===== config.mk =====
export PLATFORM = sky130hd
export DESIGN_NAME = minisrc_control_unit_flat
export DESIGN_NICKNAME = d
export VERILOG_FILES = /design/src/rtl/minisrc_pkg.sv /design/src/rtl/minisrc_control_unit_if.sv /design/src/rtl/minisrc_control_unit.sv /design/src/flat_wrapper.sv
export SDC_FILE = /design/constraint.sdc
export NUM_CORES = 1
export LEC_CHECK = 0
export ABC_AREA = 1
export BUFFER_PORTS_ARGS = -buffer_cell sky130_fd_sc_hd__buf_2
export CAP_MARGIN = 10
export CORE_ASPECT_RATIO = 0.6
export CORE_MARGIN = 2
export CORE_UTILIZATION = 30
export DETAILED_ROUTE_END_ITERATION = 10
export GPL_TIMING_DRIVEN = 1
export PLACE_DENSITY = 0.51
export SLEW_MARGIN = 10
export SYNTH_ARGS = -nofsm -noshare
export SYNTH_HDL_FRONTEND = slang
export SYNTH_SLANG_ARGS = --single-unit

===== constraint.sdc =====
create_clock -name clock -period 1.7 [get_ports clock]
set_input_delay 0.34 -clock clock [delete_from_list [all_inputs] [get_ports clock]]
set_output_delay 0.34 -clock clock [all_outputs]
set_load 0.005 [all_outputs]

===== src/rtl/minisrc_pkg.sv =====
// Mini SRC control unit shared definitions.
// Opcodes, ALU codes, FSM states and the control bundle.
package minisrc_pkg;

  localparam logic [4:0] OP_LD   = 5'b00000;
  localparam logic [4:0] OP_LDI  = 5'b00001;
  localparam logic [4:0] OP_ST   = 5'b00010;
  localparam logic [4:0] OP_ADD  = 5'b00011;
  localparam logic [4:0] OP_SUB  = 5'b00100;
  localparam logic [4:0] OP_AND  = 5'b00101;
  localparam logic [4:0] OP_OR   = 5'b00110;
  localparam logic [4:0] OP_ADDI = 5'b01100;
  localparam logic [4:0] OP_ANDI = 5'b01101;
  localparam logic [4:0] OP_ORI  = 5'b01110;
  localparam logic [4:0] OP_BR   = 5'b10010;
  localparam logic [4:0] OP_NOP  = 5'b11000;
  localparam logic [4:0] OP_HALT = 5'b11001;

  localparam logic [4:0] ALU_ADD = OP_ADD;
  localparam logic [4:0] ALU_SUB = OP_SUB;
  localparam logic [4:0] ALU_AND = OP_AND;
  localparam logic [4:0] ALU_OR  = OP_OR;

  typedef enum logic [3:0] {
    S_RST, S_T0, S_T1, S_T2, S_T3,
    S_T4, S_T5, S_T6, S_T7, S_HALT
  } state_t;

  typedef enum logic [3:0] {
    C_RR, C_IMM, C_LDI, C_LD, C_ST,
    C_BR, C_NOP, C_HALT, C_ILL
  } op_class_t;

  typedef struct packed {
    logic       pc_out;
    logic       mdr_out;
    logic       zlow_out;
    logic       c_out;
    logic       pc_in;
    logic       ir_in;
    logic       mar_in;
    logic       mdr_in;
    logic       y_in;
    logic       z_in;
    logic       con_in;
    logic       inc_pc;
    logic       read;
    logic       write;
    logic       gra;
    logic       grb;
    logic       grc;
    logic       r_in;
    logic       r_out;
    logic       ba_out;
    logic [4:0] alu_op;
    logic       run;
    logic       illegal;
  } ctrl_t;

  function automatic op_class_t op_class(
    input logic [4:0] op
  );
    case (op)
      OP_ADD, OP_SUB,
      OP_AND, OP_OR:    return C_RR;
      OP_ADDI, OP_ANDI,
      OP_ORI:           return C_IMM;
      OP_LDI:           return C_LDI;
      OP_LD:            return C_LD;
      OP_ST:            return C_ST;
      OP_BR:            return C_BR;
      OP_NOP:           return C_NOP;
      OP_HALT:          return C_HALT;
      default:          return C_ILL;
    endcase
  endfunction

  // Immediate forms reuse the reg-reg ALU function.
  function automatic logic [4:0] imm_alu(
    input logic [4:0] op
  );
    case (op)
      OP_ANDI: return ALU_AND;
      OP_ORI:  return ALU_OR;
      default: return ALU_ADD;
    endcase
  endfunction

endpackage


===== src/rtl/minisrc_control_unit_if.sv =====
// Control-unit to datapath bundle.
// Master is the control unit, slave the datapath.
interface minisrc_control_unit_if;
  logic [4:0] opcode;
  logic       con_ff;
  logic       mem_ready;
  logic       PCout, MDRout, Zlowout, Cout;
  logic       PCin, IRin, MARin, MDRin;
  logic       Yin, Zin, CONin;
  logic       IncPC, Read, Write;
  logic       Gra, Grb, Grc, Rin, Rout, BAout;
  logic [4:0] alu_op;
  logic       run;
  logic       illegal;

  modport master (
    input  opcode, con_ff, mem_ready,
    output PCout, MDRout, Zlowout, Cout,
    output PCin, IRin, MARin, MDRin,
    output Yin, Zin, CONin,
    output IncPC, Read, Write,
    output Gra, Grb, Grc, Rin, Rout, BAout,
    output alu_op, run, illegal
  );

  modport slave (
    output opcode, con_ff, mem_ready,
    input  PCout, MDRout, Zlowout, Cout,
    input  PCin, IRin, MARin, MDRin,
    input  Yin, Zin, CONin,
    input  IncPC, Read, Write,
    input  Gra, Grb, Grc, Rin, Rout, BAout,
    input  alu_op, run, illegal
  );
endinterface


===== src/rtl/minisrc_control_unit.sv =====
// Mini SRC sequencing FSM: fetch T0-T2, execute T3-T7.
// Outputs decode from state and opcode (Moore style).
module minisrc_control_unit
  import minisrc_pkg::*;
(
  input  logic                  clock,
  input  logic                  reset_n,
  minisrc_control_unit_if.master ctl
);

  state_t    state, state_nxt;
  ctrl_t     c;
  op_class_t cls;

  assign cls = op_class(ctl.opcode);

  // State register; reset forces RST immediately.
  always_ff @(posedge clock or negedge reset_n) begin
    if (!reset_n) state <= S_RST;
    else          state <= state_nxt;
  end

  // Step decoder: strobes and next state.
  always_comb begin
    c = '0;
    state_nxt = state;
    c.run = (state != S_RST) && (state != S_HALT);
    unique case (state)
      S_RST: state_nxt = S_T0;
      S_T0: begin
        c.pc_out = 1'b1; c.mar_in = 1'b1;
        c.inc_pc = 1'b1; c.z_in = 1'b1;
        state_nxt = S_T1;
      end
      S_T1: begin
        c.zlow_out = 1'b1; c.pc_in = 1'b1;
        c.read = 1'b1; c.mdr_in = 1'b1;
        if (ctl.mem_ready) state_nxt = S_T2;
      end
      S_T2: begin
        c.mdr_out = 1'b1; c.ir_in = 1'b1;
        state_nxt = S_T3;
      end
      S_T3: begin
        state_nxt = S_T4;
        unique case (1'b1)
          cls == C_RR, cls == C_IMM: begin
            c.grb = 1'b1; c.r_out = 1'b1; c.y_in = 1'b1;
          end
          cls == C_LDI, cls == C_LD, cls == C_ST: begin
            c.grb = 1'b1; c.ba_out = 1'b1; c.y_in = 1'b1;
          end
          cls == C_BR: begin
            c.gra = 1'b1; c.r_out = 1'b1; c.con_in = 1'b1;
          end
          cls == C_NOP:  state_nxt = S_T0;
          cls == C_HALT: state_nxt = S_HALT;
          default: begin
            c.illegal = 1'b1;
            state_nxt = S_T0;
          end
        endcase
      end
      S_T4: begin
        state_nxt = S_T5;
        unique case (1'b1)
          cls == C_RR: begin
            c.grc = 1'b1; c.r_out = 1'b1; c.z_in = 1'b1;
            c.alu_op = ctl.opcode;
          end
          cls == C_IMM: begin
            c.c_out = 1'b1; c.z_in = 1'b1;
            c.alu_op = imm_alu(ctl.opcode);
          end
          cls == C_LDI, cls == C_LD, cls == C_ST: begin
            c.c_out = 1'b1; c.z_in = 1'b1;
            c.alu_op = ALU_ADD;
          end
          cls == C_BR: begin
            c.pc_out = 1'b1; c.y_in = 1'b1;
          end
          default: state_nxt = S_T0;
        endcase
      end
      S_T5: begin
        state_nxt = S_T0;
        unique case (1'b1)
          cls == C_RR, cls == C_IMM, cls == C_LDI: begin
            c.zlow_out = 1'b1; c.gra = 1'b1; c.r_in = 1'b1;
          end
          cls == C_LD, cls == C_ST: begin
            c.zlow_out = 1'b1; c.mar_in = 1'b1;
            state_nxt = S_T6;
          end
          cls == C_BR: begin
            c.c_out = 1'b1; c.z_in = 1'b1;
            c.alu_op = ALU_ADD;
            state_nxt = S_T6;
          end
          default: ;
        endcase
      end
      S_T6: begin
        state_nxt = S_T0;
        unique case (1'b1)
          cls == C_LD: begin
            c.read = 1'b1; c.mdr_in = 1'b1;
            state_nxt = ctl.mem_ready ? S_T7 : S_T6;
          end
          cls == C_ST: begin
            c.gra = 1'b1; c.r_out = 1'b1; c.mdr_in = 1'b1;
            state_nxt = S_T7;
          end
          cls == C_BR: begin
            c.zlow_out = 1'b1;
            c.pc_in = ctl.con_ff;
          end
          default: ;
        endcase
      end
      S_T7: begin
        state_nxt = S_T0;
        unique case (1'b1)
          cls == C_LD: begin
            c.mdr_out = 1'b1; c.gra = 1'b1; c.r_in = 1'b1;
          end
          cls == C_ST: begin
            c.write = 1'b1;
            state_nxt = ctl.mem_ready ? S_T0 : S_T7;
          end
          default: ;
        endcase
      end
      S_HALT: state_nxt = S_HALT;
      default: state_nxt = S_RST;
    endcase
  end

  assign ctl.PCout   = c.pc_out;
  assign ctl.MDRout  = c.mdr_out;
  assign ctl.Zlowout = c.zlow_out;
  assign ctl.Cout    = c.c_out;
  assign ctl.PCin    = c.pc_in;
  assign ctl.IRin    = c.ir_in;
  assign ctl.MARin   = c.mar_in;
  assign ctl.MDRin   = c.mdr_in;
  assign ctl.Yin     = c.y_in;
  assign ctl.Zin     = c.z_in;
  assign ctl.CONin   = c.con_in;
  assign ctl.IncPC   = c.inc_pc;
  assign ctl.Read    = c.read;
  assign ctl.Write   = c.write;
  assign ctl.Gra     = c.gra;
  assign ctl.Grb     = c.grb;
  assign ctl.Grc     = c.grc;
  assign ctl.Rin     = c.r_in;
  assign ctl.Rout    = c.r_out;
  assign ctl.BAout   = c.ba_out;
  assign ctl.alu_op  = c.alu_op;
  assign ctl.run     = c.run;
  assign ctl.illegal = c.illegal;

endmodule


===== src/flat_wrapper.sv =====
// flat-port wrapper written by rule: the top's interface ports become plain ports
module minisrc_control_unit_flat import minisrc_pkg::*;
  (clock, reset_n, ctl_opcode, ctl_con_ff, ctl_mem_ready, ctl_PCout, ctl_MDRout, ctl_Zlowout, ctl_Cout, ctl_PCin, ctl_IRin, ctl_MARin, ctl_MDRin, ctl_Yin, ctl_Zin, ctl_CONin, ctl_IncPC, ctl_Read, ctl_Write, ctl_Gra, ctl_Grb, ctl_Grc, ctl_Rin, ctl_Rout, ctl_BAout, ctl_alu_op, ctl_run, ctl_illegal);
  minisrc_control_unit_if ctl_i ();
  input  logic clock;
  input  logic reset_n;
  input wire logic [$bits(ctl_i.opcode)-1:0] ctl_opcode;
  input wire logic [$bits(ctl_i.con_ff)-1:0] ctl_con_ff;
  input wire logic [$bits(ctl_i.mem_ready)-1:0] ctl_mem_ready;
  output wire logic [$bits(ctl_i.PCout)-1:0] ctl_PCout;
  output wire logic [$bits(ctl_i.MDRout)-1:0] ctl_MDRout;
  output wire logic [$bits(ctl_i.Zlowout)-1:0] ctl_Zlowout;
  output wire logic [$bits(ctl_i.Cout)-1:0] ctl_Cout;
  output wire logic [$bits(ctl_i.PCin)-1:0] ctl_PCin;
  output wire logic [$bits(ctl_i.IRin)-1:0] ctl_IRin;
  output wire logic [$bits(ctl_i.MARin)-1:0] ctl_MARin;
  output wire logic [$bits(ctl_i.MDRin)-1:0] ctl_MDRin;
  output wire logic [$bits(ctl_i.Yin)-1:0] ctl_Yin;
  output wire logic [$bits(ctl_i.Zin)-1:0] ctl_Zin;
  output wire logic [$bits(ctl_i.CONin)-1:0] ctl_CONin;
  output wire logic [$bits(ctl_i.IncPC)-1:0] ctl_IncPC;
  output wire logic [$bits(ctl_i.Read)-1:0] ctl_Read;
  output wire logic [$bits(ctl_i.Write)-1:0] ctl_Write;
  output wire logic [$bits(ctl_i.Gra)-1:0] ctl_Gra;
  output wire logic [$bits(ctl_i.Grb)-1:0] ctl_Grb;
  output wire logic [$bits(ctl_i.Grc)-1:0] ctl_Grc;
  output wire logic [$bits(ctl_i.Rin)-1:0] ctl_Rin;
  output wire logic [$bits(ctl_i.Rout)-1:0] ctl_Rout;
  output wire logic [$bits(ctl_i.BAout)-1:0] ctl_BAout;
  output wire logic [$bits(ctl_i.alu_op)-1:0] ctl_alu_op;
  output wire logic [$bits(ctl_i.run)-1:0] ctl_run;
  output wire logic [$bits(ctl_i.illegal)-1:0] ctl_illegal;
  assign ctl_i.opcode = ctl_opcode;
  assign ctl_i.con_ff = ctl_con_ff;
  assign ctl_i.mem_ready = ctl_mem_ready;
  assign ctl_PCout = ctl_i.PCout;
  assign ctl_MDRout = ctl_i.MDRout;
  assign ctl_Zlowout = ctl_i.Zlowout;
  assign ctl_Cout = ctl_i.Cout;
  assign ctl_PCin = ctl_i.PCin;
  assign ctl_IRin = ctl_i.IRin;
  assign ctl_MARin = ctl_i.MARin;
  assign ctl_MDRin = ctl_i.MDRin;
  assign ctl_Yin = ctl_i.Yin;
  assign ctl_Zin = ctl_i.Zin;
  assign ctl_CONin = ctl_i.CONin;
  assign ctl_IncPC = ctl_i.IncPC;
  assign ctl_Read = ctl_i.Read;
  assign ctl_Write = ctl_i.Write;
  assign ctl_Gra = ctl_i.Gra;
  assign ctl_Grb = ctl_i.Grb;
  assign ctl_Grc = ctl_i.Grc;
  assign ctl_Rin = ctl_i.Rin;
  assign ctl_Rout = ctl_i.Rout;
  assign ctl_BAout = ctl_i.BAout;
  assign ctl_alu_op = ctl_i.alu_op;
  assign ctl_run = ctl_i.run;
  assign ctl_illegal = ctl_i.illegal;
  minisrc_control_unit u_core (.clock(clock), .reset_n(reset_n), .ctl(ctl_i));
endmodule

==> flow_metrics.env, run 1 <==
export IMPL_crit_family="simple AND/OR/NAND/NOR gates"
export IMPL_largest_registers="u_core.state x4"
export IMPL_largest_register_ff_count=4
export IMPL_report_final_setup_viol=22
export IMPL_crit_path_max_incr_delay_ns=0.41
export IMPL_status="complete, but fails checks"
export IMPL_max_cap_violations=0
export IMPL_antennaDiodeCount=0
export IMPL_period_minus_slack_ns=1.951
export IMPL_final_util_pct=64.23
export IMPL_top_register="u_core.state"
export IMPL_async_flop_share_pct=100.0
export IMPL_ioPinCount=36
export IMPL_placed_area_um2=1438
export IMPL_fin_ws_ns=-0.2512
export IMPL_hold_class="primary input to register"
export IMPL_synth_most_common_cell="nand2_1"
export IMPL_vdd_drop_max_uv=504.1
export IMPL_area_growth_pct=98.81
export IMPL_grt_antenna_before_repair=0
export IMPL_worst_setup_path_end_kind="primary output"
export IMPL_drtIter0Drc=93
export IMPL_violations="setup timing"
export IMPL_drt_vias_per_instance=4.693
export IMPL_ys_ff_latch=4
export IMPL_final_max_slew_violation_count=0
export IMPL_rsz0062_at_grt="yes"
export IMPL_cp_start_kind="register"
export IMPL_place_ws_ns=-0.2264
export IMPL_wl_um=3768
export IMPL_drc=0
export IMPL_finalCritPeriodShare_pct=114.8
export IMPL_drive_gt1_share_pct=66.14
export IMPL_gp_congestion=0.8986
export IMPL_htree_levels=1
export IMPL_fin_skew_ns=0.001861
export IMPL_num_rows=15
export IMPL_finalHoldViolCount=0
export IMPL_critPathMaxFanout=4
export IMPL_cp_required_ns=1.36
export IMPL_grt_pass1_wl_um=5823
export IMPL_cp_cell_sequence="nor2_2, inv_2, nor3_4, buf_4, buf_6, nand2_2, nand3_1, buf_2"
export IMPL_synthCells=155
export IMPL_core_um2=2928
export IMPL_synth_edf_count=0
export IMPL_antenna_left=0
export IMPL_vias=1375
export IMPL_nets=262
export IMPL_numCtsBuffers=3
export IMPL_slowest_stage="dfrtp_1"
export IMPL_cts_tree="yes"
export IMPL_synth_yosys_seq_area_share_pct=10.58
export IMPL_netlist_top_cells_count="nand2_1, inv_1, nor2_1"
export IMPL_worstPathArrival_ns=1.61
export IMPL_yosysTopAreaCellShare_pct=15.08
export IMPL_max_freq_mhz=512.5
export IMPL_grt_max_degree=8
export IMPL_cts_clk_slew_worst_paths_ns=0.03
export IMPL_crit_type="register to primary output"
export IMPL_chipHeight_um=47.50
export IMPL_crit_buf_inv=4
export IMPL_die_w_um=76.49
export IMPL_grt_util_met3_pct=2.075
export IMPL_p_leak_nw=1.091
export IMPL_grt_usage_pct=20.26
export IMPL_clock_latency_ns=0.21
export IMPL_ys_warn_count=0
export IMPL_synth_distinct_cells=29
export IMPL_hpwl_um=2777
export IMPL_p_per_area_nw_per_um2=793.6
export IMPL_met1_usage_pct=32.05
export IMPL_root_buffer="clkbuf_8"
export IMPL_numPortBuffers=33
export IMPL_post_drt_wl_per_cell_um=12.86
export IMPL_syn_area_um2=945.9
export IMPL_ys_top_cells_by_area="nand2_1, dfrtp_1, inv_1"
export IMPL_grt_pass1_vias=1218
export IMPL_start_util_pct=32.31
export IMPL_whs_ns=0.4407
export IMPL_grtUsageMet2_pct=30.09
export IMPL_ctsLongestPathBuffers=2
export IMPL_synthFlopType="dfrtp_1"
export IMPL_top_usage_layer="met1"
export IMPL_clock_sinks=4
export IMPL_dieArea_um2=3633
export IMPL_final_area_um2=1881
export IMPL_first_pass_iters=4
export IMPL_syn_avg_cell_area_um2=6.103
export IMPL_p_total_mw=1.492
export IMPL_overflow=0
export IMPL_yosysTopAreaCell="nand2_1"
==> repair_timing <==
item	in CTS	in global routing
hold endpoints to repair	4	0
hold buffers	1	0
pin swaps	16	19
endpoints found under the setup margin	23	25
resized for setup	42	26
buffers inserted	14	8
==> placed cells by master (no fill, tap or decap), drive strengths merged, types with 2 or more instances in the layout <==
cell     instances
o21ai            6
o211ai           2
inv             31
a21oi            8
conb             2
clkbuf           4
nor2            22
buf             92
nand3           20
nand3b           2
nand2           46
dfrtp            4
o2111ai          2
nor3             6
==> kinds of logic after synthesis <==
family / after synthesis / synth area share, %
and+or+nand+nor: 97 / 60.85
buffers and inverters: 33 / 13.89
AOI/OAI and AO/OA: 20 / 14.29
DFF: 4 / 10.58
other: 1 / 0.3964
==> power by group <==
part           total (mW)  switching (mW)  internal, mW
Clock               0.199          0.0477         0.151
Combinational        1.13           0.594         0.534
Sequential          0.165          0.0358         0.129
Total                1.49           0.678         0.815
==> metal layers <==
metal	up-vias	wire length, µm	part of all wire, %
li1	690	-	-
met4	0	0	0
met2	53	1594	42
met5	-	0	0
met3	0	261	6.9
met1	632	1911	51
==> tightest hold or removal path, cell delays in order <==
cell	delay, ns
buf_2	0.12
nor2_1	0.10
a21oi_1	0.05
==> worst paths after layout <==
path	start	endpoint	slack [ns]	cells past startpoint
max	u_core.state[3]	ctl_Zlowout	-0.25	8
min	ctl_mem_ready	u_core.state[0]	0.44	3
max reg2reg	u_core.state[2]	u_core.state[1]	0.13	11
min reg2reg	u_core.state[0]	u_core.state[0]	0.90	5
max in group asynchronous	reset_n	u_core.state[2]	1.12	2
min in group asynchronous	reset_n	u_core.state[3]	0.46	2
==> layout make-up <==
cell class | instances | area, µm²
well taps | 42 | 52.55
multi-input cells | 119 | 872.1
clock buffers | 3 | 41.29
inverters | 31 | 121.4
flip-flops and latches | 4 | 100.1
repair buffers | 94 | 693.2
fillers | 238 | 1047
==> metrics by stage <==
step,TNS (ns),cells
after floorplan,0,156
final,-3.543,293
after global placement,-3.029,267
after global routing,-5.292,293
after detailed placement,-3.486,267
after CTS,-2.429,285
(Power assumes the default switching activity.)
==> run 2: changes to the inputs <==
SETUP_SLACK_MARGIN = 0.02   (was not set)
==> flow_metrics.env, run 2 (synthesis gave the netlist of run 1 again) <==
export IMPL_antenna_left=0
export IMPL_vdd_drop_max_uv=545.0
export IMPL_drive_gt1_share_pct=69.08
export IMPL_violations="setup timing"
export IMPL_switching_share_pct=45.79
export IMPL_rr_worst_depth=11
export IMPL_grt_pass1_vias=1220
export IMPL_worst_setup_path_end_kind="primary output"
export IMPL_p_leak_nw=1.095
export IMPL_r2r_start="u_core.state[2]"
export IMPL_setup_tns_ns=-2.780
export IMPL_hp_start="ctl_mem_ready"
export IMPL_hpwl_um=2777
export IMPL_drt_vias_per_instance=4.814
export IMPL_cp_required_ns=1.36
export IMPL_place_ws_ns=-0.2264
export IMPL_vias=1401
export IMPL_grt_antenna_before_repair=0
export IMPL_htree_levels=1
export IMPL_hold_class="primary input to register"
export IMPL_p_seq_share_pct=10.7
export IMPL_rsz0062_at_grt="yes"
export IMPL_core_um2=2928
export IMPL_status="complete, but fails checks"
export IMPL_fin_ws_ns=-0.2177
export IMPL_final_area_um2=1939
export IMPL_cp_start_kind="register"
export IMPL_rr_endpoint="u_core.state[1]"
export IMPL_dieArea_um2=3633
export IMPL_chipHeight_um=47.50
export IMPL_crit_type="register to primary output"
export IMPL_cts_tree="yes"
export IMPL_r2r_slack_ns=0.15
export IMPL_drc=0
export IMPL_cts_clk_slew_worst_paths_ns=0.03
export IMPL_period_minus_slack_ns=1.918
export IMPL_placed_area_um2=1438
export IMPL_p_int_mw=0.8513
export IMPL_final_max_slew_violation_count=0
export IMPL_die_w_um=76.49
export IMPL_report_final_setup_viol=23
export IMPL_clock_latency_ns=0.21
export IMPL_wl_um=3796
export IMPL_nets=260
export IMPL_mostFrequentLayoutCells="buf_4, buf_2, nand2_1, inv_2"
export IMPL_start_util_pct=32.31
export IMPL_numCtsBuffers=3
export IMPL_fin_skew_ns=0.001023
export IMPL_grt_usage_pct=20.34
export IMPL_overflow=0
export IMPL_netSwitchingPower_mw=0.7190
export IMPL_p_comb_share_pct=76.8
export IMPL_max_freq_mhz=521.5
export IMPL_largest_register_ff_count=4
export IMPL_num_rows=15
export IMPL_largest_registers="u_core.state x4"
export IMPL_min_path_cells=3
export IMPL_ioPinCount=36
export IMPL_gp_congestion=0.8986
export IMPL_grt_max_degree=8
export IMPL_whs_ns=0.4387
export IMPL_ctsLongestPathBuffers=2
export IMPL_area_growth_pct=105.0
export IMPL_first_pass_iters=4
export IMPL_antennaDiodeCount=0
export IMPL_p_per_area_nw_per_um2=809.7
export IMPL_clock_sinks=4
export IMPL_numPortBuffers=33
export IMPL_hold_end="u_core.state[0]"
export IMPL_root_buffer="clkbuf_8"
export IMPL_drtIter0Drc=76
export IMPL_grt_pass1_wl_um=5816
export IMPL_post_drt_wl_per_cell_um=13.04
export IMPL_max_cap_violations=0
export IMPL_critPathMaxFanout=4
export IMPL_worstPathArrival_ns=1.58
export IMPL_finalHoldViolCount=0
export IMPL_finalCritPeriodShare_pct=112.8
export IMPL_final_common_cell="buf_4"
export IMPL_p_clk_share_pct=12.5
export IMPL_top_register="u_core.state"
-- run 2: cell types whose count changed in the layout (fill, tap and decap cells not counted), sizes merged --
cell    delta
clkbuf     -1
buf        -1
-- run 2: layout make-up --
cell class                 count  area [µm²]
tap                           42       52.55
multi-input combinational    119       907.1
clock buffer                   3       41.29
inverter                      31       128.9
sequential                     4       100.1
fill                         235       988.4
timing repair buffer          92       709.4
-- run 2: per-stage QoR --
step / total power [mW] / util, % / cells
after floorplan: 0.5669 / - / 156
after global placement: 0.9720 / 49.10 / 267
after detailed placement: 0.9772 / 49.10 / 267
after CTS: 1.404 / 59.15 / 285
after global routing: 1.687 / 66.24 / 291
final: 1.570 / 66.24 / 291
-- run 2: power groups by stage --
stage | combinational, mW | sequential [mW] | clock [mW]
6_report | 1.21 | 0.167 | 0.197
5_1_grt | 1.30 | 0.172 | 0.213
4_1_cts | 1.04 | 0.158 | 0.202
3_5_place_dp | 0.824 | 0.153 | 0
3_3_place_gp | 0.819 | 0.153 | 0
2_1_floorplan | 0.408 | 0.159 | 0
-- run 2: worst max path at each step --
| stage | from | endpoint | slack [ns] | cells after the start |
|---|---|---|---|---|
| final | u_core.state[2] | ctl_Zlowout | -0.22 | 9 |
| after global routing | u_core.state[2] | ctl_alu_op[0] | -0.33 | 11 |
| after CTS | ctl_opcode[3] | ctl_alu_op[2] | -0.18 | 9 |
| after detailed placement | ctl_opcode[2] | ctl_alu_op[2] | -0.23 | 9 |
| after global placement | ctl_opcode[2] | ctl_alu_op[2] | -0.25 | 9 |
| after floorplan | ctl_opcode[1] | ctl_alu_op[0] | 0.14 | 12 |
-- run 2: what timing repair did --
| item | in CTS | in global routing |
|---|---|---|
| setup buffers | 14 | 6 |
| setup endpoints to repair | 24 | 26 |
| gates resized for setup | 45 | 48 |
| hold buffers | 1 | 0 |
| pin swaps | 16 | 25 |
| hold endpoints to repair | 4 | 0 |
| cloned | 0 | 0 |
-- run 2: worst max-delay path: stages (launching register included) --
cell and delay (ns):
dfrtp_1 0.35, inv_2 0.04, nor2_2 0.11, inv_2 0.09, nor3_4 0.27, buf_4 0.18
buf_6 0.09, nand2_2 0.04, nand3_1 0.06, buf_2 0.12
-- run 2: metal layers --
metal / track usage, % / vias to the layer above / wire (µm)
met4: 4.727 / 0 / 19
met3: 2.075 / 2 / 339
met2: 29.91 / 53 / 1567
met5: 0 / - / 0
li1: - / 688 / -
met1: 31.93 / 658 / 1868
